### src/rtl/sobel_pkg.sv
// Shared constants and helpers for the Sobel edge stage.
package sobel_pkg;

    localparam int COLORDEPTH_DEF = 8;
    localparam int SOBEL_LAT      = 3;
    localparam int MAX_CD         = 16;

    function automatic int grad_w(input int cd);
        return cd + 3;
    endfunction

    typedef logic signed [grad_w(COLORDEPTH_DEF)-1:0] grad_t;

    // Clamp an unsigned value to the largest cd-bit number.
    function automatic logic [MAX_CD+2:0] sat_u(input logic [MAX_CD+2:0] v, input int cd);
        logic [MAX_CD+2:0] lim;
        lim = {(MAX_CD+3){1'b1}} >> (MAX_CD + 3 - cd);
        return (v > lim) ? lim : v;
    endfunction

endpackage

### src/rtl/sobel_window.sv
// 3x3 pixel window built from three vertical taps, plus the column-fill
// counter that says when all three columns hold pixels of the current run.
module sobel_window
    import sobel_pkg::*;
#(
    parameter int CD = COLORDEPTH_DEF
) (
    input  logic                   clk,
    input  logic                   rst,
    input  logic [CD-1:0]          px_line_n2_i,
    input  logic [CD-1:0]          px_line_n1_i,
    input  logic [CD-1:0]          px_line_n0_i,
    input  logic                   dv_i,
    output logic [2:0][2:0][CD-1:0] win_o,     // [row][col], row 0 = top, col 0 = newest
    output logic                   win_ok_o
);

    logic [2:0][2:0][CD-1:0] win_q, win_d;
    logic [1:0]              col_cnt_q, col_cnt_d;
    logic                    win_ok_q, win_ok_d;

    always_comb begin
        win_d     = win_q;
        col_cnt_d = 2'd0;
        win_ok_d  = dv_i && (col_cnt_q == 2'd2);
        if (dv_i) begin
            for (int r = 0; r < 3; r++) begin
                win_d[r][2] = win_q[r][1];
                win_d[r][1] = win_q[r][0];
            end
            win_d[0][0] = px_line_n2_i;
            win_d[1][0] = px_line_n1_i;
            win_d[2][0] = px_line_n0_i;
            col_cnt_d   = (col_cnt_q == 2'd2) ? 2'd2 : col_cnt_q + 2'd1;
        end
    end

    always_ff @(posedge clk or negedge rst) begin
        if (!rst) begin
            win_q     <= '0;
            col_cnt_q <= 2'd0;
            win_ok_q  <= 1'b0;
        end else begin
            win_q     <= win_d;
            col_cnt_q <= col_cnt_d;
            win_ok_q  <= win_ok_d;
        end
    end

    assign win_o    = win_q;
    assign win_ok_o = win_ok_q;

endmodule

### src/rtl/sobel_kernel.sv
// Sobel edge stage: window (S1), Gx/Gy (S2), |Gx|+|Gy| scale/saturate/threshold (S3).
module sobel_kernel
    import sobel_pkg::*;
#(
    parameter int COLORDEPTH = COLORDEPTH_DEF,
    parameter int SHIFT      = 0,
    parameter int BINARY     = 0
) (
    input  logic                  clk,
    input  logic                  rst,
    input  logic [COLORDEPTH-1:0] px_line_n2_i,
    input  logic [COLORDEPTH-1:0] px_line_n1_i,
    input  logic [COLORDEPTH-1:0] px_line_n0_i,
    input  logic                  dv_i,
    input  logic                  hs_i,
    input  logic                  vs_i,
    input  logic [COLORDEPTH-1:0] thresh_i,
    output logic [COLORDEPTH-1:0] edge_o,
    output logic                  dv_o,
    output logic                  hs_o,
    output logic                  vs_o
);

    localparam int GW = grad_w(COLORDEPTH);
    typedef logic signed [GW-1:0] sgrad_t;

    logic [2:0][2:0][COLORDEPTH-1:0] win;
    logic                            win_ok;

    sobel_window #(.CD(COLORDEPTH)) u_window (
        .clk          (clk),
        .rst          (rst),
        .px_line_n2_i (px_line_n2_i),
        .px_line_n1_i (px_line_n1_i),
        .px_line_n0_i (px_line_n0_i),
        .dv_i         (dv_i),
        .win_o        (win),
        .win_ok_o     (win_ok)
    );

    // Bit i of each pipe is the sync belonging to stage S(i+1).
    logic [SOBEL_LAT-1:0] dv_pipe_q, dv_pipe_d;
    logic [SOBEL_LAT-1:0] hs_pipe_q, hs_pipe_d;
    logic [SOBEL_LAT-1:0] vs_pipe_q, vs_pipe_d;
    sgrad_t               gx_q, gx_d, gy_q, gy_d;
    logic                 ok2_q, ok2_d;
    logic [COLORDEPTH-1:0] edge_q, edge_d;

    logic [GW-1:0] col_r, col_l, row_b, row_t;
    logic [GW-1:0] abs_x, abs_y, mag, scaled;
    logic [COLORDEPTH-1:0] sat;

    always_comb begin
        dv_pipe_d = {dv_pipe_q[SOBEL_LAT-2:0], dv_i};
        hs_pipe_d = {hs_pipe_q[SOBEL_LAT-2:0], hs_i};
        vs_pipe_d = {vs_pipe_q[SOBEL_LAT-2:0], vs_i};

        // S2: gradients; kernel weights 1-2-1 along columns (Gx) and rows (Gy)
        col_r = GW'(win[0][0]) + (GW'(win[1][0]) << 1) + GW'(win[2][0]);
        col_l = GW'(win[0][2]) + (GW'(win[1][2]) << 1) + GW'(win[2][2]);
        row_b = GW'(win[2][2]) + (GW'(win[2][1]) << 1) + GW'(win[2][0]);
        row_t = GW'(win[0][2]) + (GW'(win[0][1]) << 1) + GW'(win[0][0]);
        gx_d  = sgrad_t'(col_r - col_l);
        gy_d  = sgrad_t'(row_b - row_t);
        ok2_d = win_ok;

        // S3: magnitude cannot overflow GW bits (max 8*(2^CD-1))
        abs_x  = gx_q[GW-1] ? $unsigned(-gx_q) : $unsigned(gx_q);
        abs_y  = gy_q[GW-1] ? $unsigned(-gy_q) : $unsigned(gy_q);
        mag    = abs_x + abs_y;
        scaled = mag >> SHIFT;
        sat    = COLORDEPTH'(sat_u((MAX_CD+3)'(scaled), COLORDEPTH));

        edge_d = '0;
        if (dv_pipe_q[1] && ok2_q) begin
            edge_d = (BINARY != 0) ? {COLORDEPTH{sat >= thresh_i}} : sat;
        end
    end

    always_ff @(posedge clk or negedge rst) begin
        if (!rst) begin
            dv_pipe_q <= '0;
            hs_pipe_q <= '0;
            vs_pipe_q <= '0;
            gx_q      <= '0;
            gy_q      <= '0;
            ok2_q     <= 1'b0;
            edge_q    <= '0;
        end else begin
            dv_pipe_q <= dv_pipe_d;
            hs_pipe_q <= hs_pipe_d;
            vs_pipe_q <= vs_pipe_d;
            gx_q      <= gx_d;
            gy_q      <= gy_d;
            ok2_q     <= ok2_d;
            edge_q    <= edge_d;
        end
    end

    assign edge_o = edge_q;
    assign dv_o   = dv_pipe_q[SOBEL_LAT-1];
    assign hs_o   = hs_pipe_q[SOBEL_LAT-1];
    assign vs_o   = vs_pipe_q[SOBEL_LAT-1];

endmodule
### config.mk
export PLATFORM = sky130hd
export DESIGN_NAME = sobel_kernel
export DESIGN_NICKNAME = d
export VERILOG_FILES = /design/src/rtl/sobel_pkg.sv /design/src/rtl/sobel_window.sv /design/src/rtl/sobel_kernel.sv
export SDC_FILE = /design/constraint.sdc
export NUM_CORES = 1
export LEC_CHECK = 0
export CORE_MARGIN = 3
export CORE_UTILIZATION = 50
export CTS_BUF_LIST = sky130_fd_sc_hd__clkbuf_16
export DETAILED_ROUTE_END_ITERATION = 8
export GPL_TIMING_DRIVEN = 0
export PLACE_DENSITY = 0.7
export SLEW_MARGIN = 25
export SYNTH_ARGS = -nofsm -noshare
export SYNTH_HDL_FRONTEND = slang
export SYNTH_SLANG_ARGS = --single-unit
### constraint.sdc
create_clock -name clk -period 4.2 [get_ports clk]
set_clock_uncertainty 0.05 [all_clocks]
set_input_delay 0.42 -clock clk [delete_from_list [all_inputs] [get_ports clk]]
set_output_delay 0.42 -clock clk [all_outputs]
set_load 0.01 [all_outputs]
==> run metrics <==
status=finished clean; Place WS=0.286 ns; Longest Clk Path Bufs=2; Area after DPL=0.00737 mm^2; DR vias/cell=5.12; Final ANT Viol Nets=0; Root Driver=clkbuf_16; Initial Util=52.3%; Pre-antenna DRT Iters=4; Top FF cell, synth=dfrtp_1; Post-synth EDFFs=0; Max Fanout on Critical Path=3; endpoints failing hold=0; Filler Cells Inserted=1010; Slew @ Worst Pin=0.843 ns; Comb pwr share=60.0%; endpoint class of the critical path=flip-flop; Placed Cells incl. Taps=794; CORE AREA=0.0129 mm^2; Avg Synthesized Cell Area=11.6 um^2; Seq/Total Area, Yosys=42.7%; fraction of layout cells with a size suffix above 1=10.7%; arrival time worst endpoint=4.17 ns; H-Tree Depth=4; Worst Setup Slack, final=0.302 ns; initial antenna violation count=0; R2R Path Start=u_window.win_o[2]; syn nets=720; worst IR drop on VDD=539 uV; Yosys reg bits=115; Sw Pwr=3.09 mW; overall die area=0.0149 mm^2; number of I/O pins=48; CP startpoint=u_window.win_o[2]; period utilization=92.8%; total chip power=7.45 mW; WL per Instance=15.8 um; Post-CTS Setup Bufs=0; setup TNS=0 ns; GRT overflow=0; TritonCTS clock tree=built; ys async rst share=100%; die height=122 um; input/output buffers=39; Yosys top cell by area=dfrtp_1; Rows=41; Remaining DRCs=0; Syn Inst Count=582; Yosys Warn Count=0; CTS Buf Count=17; Vias=4238; Clock Power Share=18.9%; top post-synthesis cells by area=dfrtp_1 (43%), fa_1 (19%), ha_1 (7.1%), mux2_2 (6.0%), inv_1 (4.9%); slew margin rel.=43.8%; first-pass GRT wire length=23.1 mm; CTS Hold Bufs=1; final cell count without fillers=827; RSZ-0062 raised after global routing=false; Final setup viols=0; Final Cell Area=0.00796 mm^2; post-CTS sizing=0; DR iter-0 viols=270; synth-to-layout area growth=18.1%; Fin Hold WS=0.293 ns; ANT cells=0; Max Cap Viol=0; achievable frequency=257 MHz; post-layout net count=780; clk_lat worst skew=0.42 ns; switching part of the total=41.5%; Hold Path Origin=hs_pipe_q[0]; Syn Std Cell Area=0.00674 mm^2; vias in the first global route=4707; P_leak=3.65 nW; CP Launch Type=flip-flop; largest net degree at the start of global routing=69; total global-route track usage=20.3%; die width=122 um; Clock Pin Slew Worst Setup and Hold Paths=0.05 ns; CTS Sinks=115; minimum clock period=3.90 ns; Worst EP required=4.47 ns; power per standard cell area=937 mW/mm^2; cell-internal power=4.36 mW; Core Util, Final=61.8%; DP HPWL=9.93 mm; Final Wtd Congestion=0.906; max-slew violation count=0; DRT Wirelength=13.1 mm; Synth top area share=42.7%; worst hold path class=reg2reg; sequential power share=21.2%; WS Path Type=reg2reg; Distinct cells, synth=34
==> synthesized netlist by cell type (2+ instances only) <==
cell,instances
a211oi_1,3
a21o_1,9
a21oi_1,28
and2_1,4
clkbuf_1,14
dfrtp_1,115
fa_1,63
ha_1,38
inv_1,88
mux2_2,36
nand2_1,55
nand2b_1,3
nor2_1,7
nor3_1,4
o211ai_1,3
o21ai_0,51
o21bai_1,5
o31ai_1,2
o41ai_1,2
or3_1,2
xnor2_1,28
xor2_1,10
==> worst max-delay path, cell delays in order, from the launching register on <==
cell and delay, ns:
dfrtp_1 0.43, fa_1 0.55, inv_1 0.05, fa_1 0.46
fa_1 0.61, inv_1 0.06, ha_1 0.28, a21o_1 0.18
a21oi_1 0.22, o21bai_1 0.09, a21oi_1 0.25, o21ai_0 0.19
a21o_1 0.21, a21oi_1 0.18
==> registers in the layout (all words and copies together), names as in the netlist <==
name / count
gy_q: 11
dv_pipe_q: 3
edge_o: 8
u_window.col_cnt_q: 2
u_window.win_o: 72
u_window.win_ok_o: 1
hs_pipe_q: 3
ok2_q: 1
vs_pipe_q: 3
gx_q: 11
==> power by group through the flow <==
| stage | clock [mW] | sequential, mW | combinational (mW) |
|---|---|---|---|
| 2_1_floorplan | 0 | 1.55 | 3.61 |
| 5_1_grt | 1.49 | 1.61 | 5.17 |
| 4_1_cts | 1.43 | 1.58 | 4.52 |
| 3_3_place_gp | 0 | 1.58 | 4.35 |
| 3_5_place_dp | 0 | 1.59 | 4.46 |
| 6_report | 1.41 | 1.58 | 4.47 |
==> cell usage in the layout, fill, tap and decap left out, types with 2 or more instances in the layout <==
cell and n:
or3_1 2, inv_1 92, clkinv_2 3, nand2_1 55, clkbuf_16 17, xnor2_1 28, o211ai_1 3, clkdlybuf4s50_1 38
o31ai_1 2, nor3_1 4, ha_1 38, and2_1 4, bufinv_16 3, o21ai_0 51, mux2_2 36, nand2b_1 3
clkinvlp_4 2, o41ai_1 2, clkbuf_1 14, dfrtp_1 115, nor2_1 7, clkinv_1 2, a21o_1 9, fa_1 63
a21oi_1 28, xor2_1 10, o21bai_1 5, a211oi_1 3
==> routing by layer <==
metal  GRT usage [%]  vias up  part of all wire, %
met1            25.8     2119                   44
met5               0        -                    0
li1                -     2006                    -
met2            33.6       91                   50
met3            5.43       22                  4.4
met4            7.49        0                  2.1
==> worst paths after layout <==
path                                            to  cells after the start  slack, ns
worst max-delay path                      gx_q[10]                     13       0.30
worst min-delay path                  hs_pipe_q[1]                      0       0.29
worst max register to register            gx_q[10]                     13       0.30
worst min register to register        hs_pipe_q[1]                      0       0.29
max in group asynchronous       u_window.win_o[66]                      3       2.95
min in group asynchronous        u_window.win_o[7]                      2       0.48
==> cell families after synthesis <==
family / synth area share (%)
flip-flops: 42.7
AO/OA/AOI/OAI: 8.93
buffers and inverters: 5.68
adder cells (fa/ha/maj): 25.8
AND/OR/NAND/NOR: 5.93
XOR/XNOR: 4.94
multiplexers: 6.02
==> layout make-up <==
type                            count  area (um^2)  share of cell area (%)
Clock inverter                     15          151                    1.90
Buffer                             14         52.6                   0.660
Inverter                           88          330                    4.15
Sequential cell                   115         2880                    36.2
Timing Repair Buffer               41          429                    5.39
Tap cell                          172          215                    2.70
Multi-Input combinational cell    365         3480                    43.7
Clock buffer                       17          425                    5.35
(Power assumes the default switching activity.)
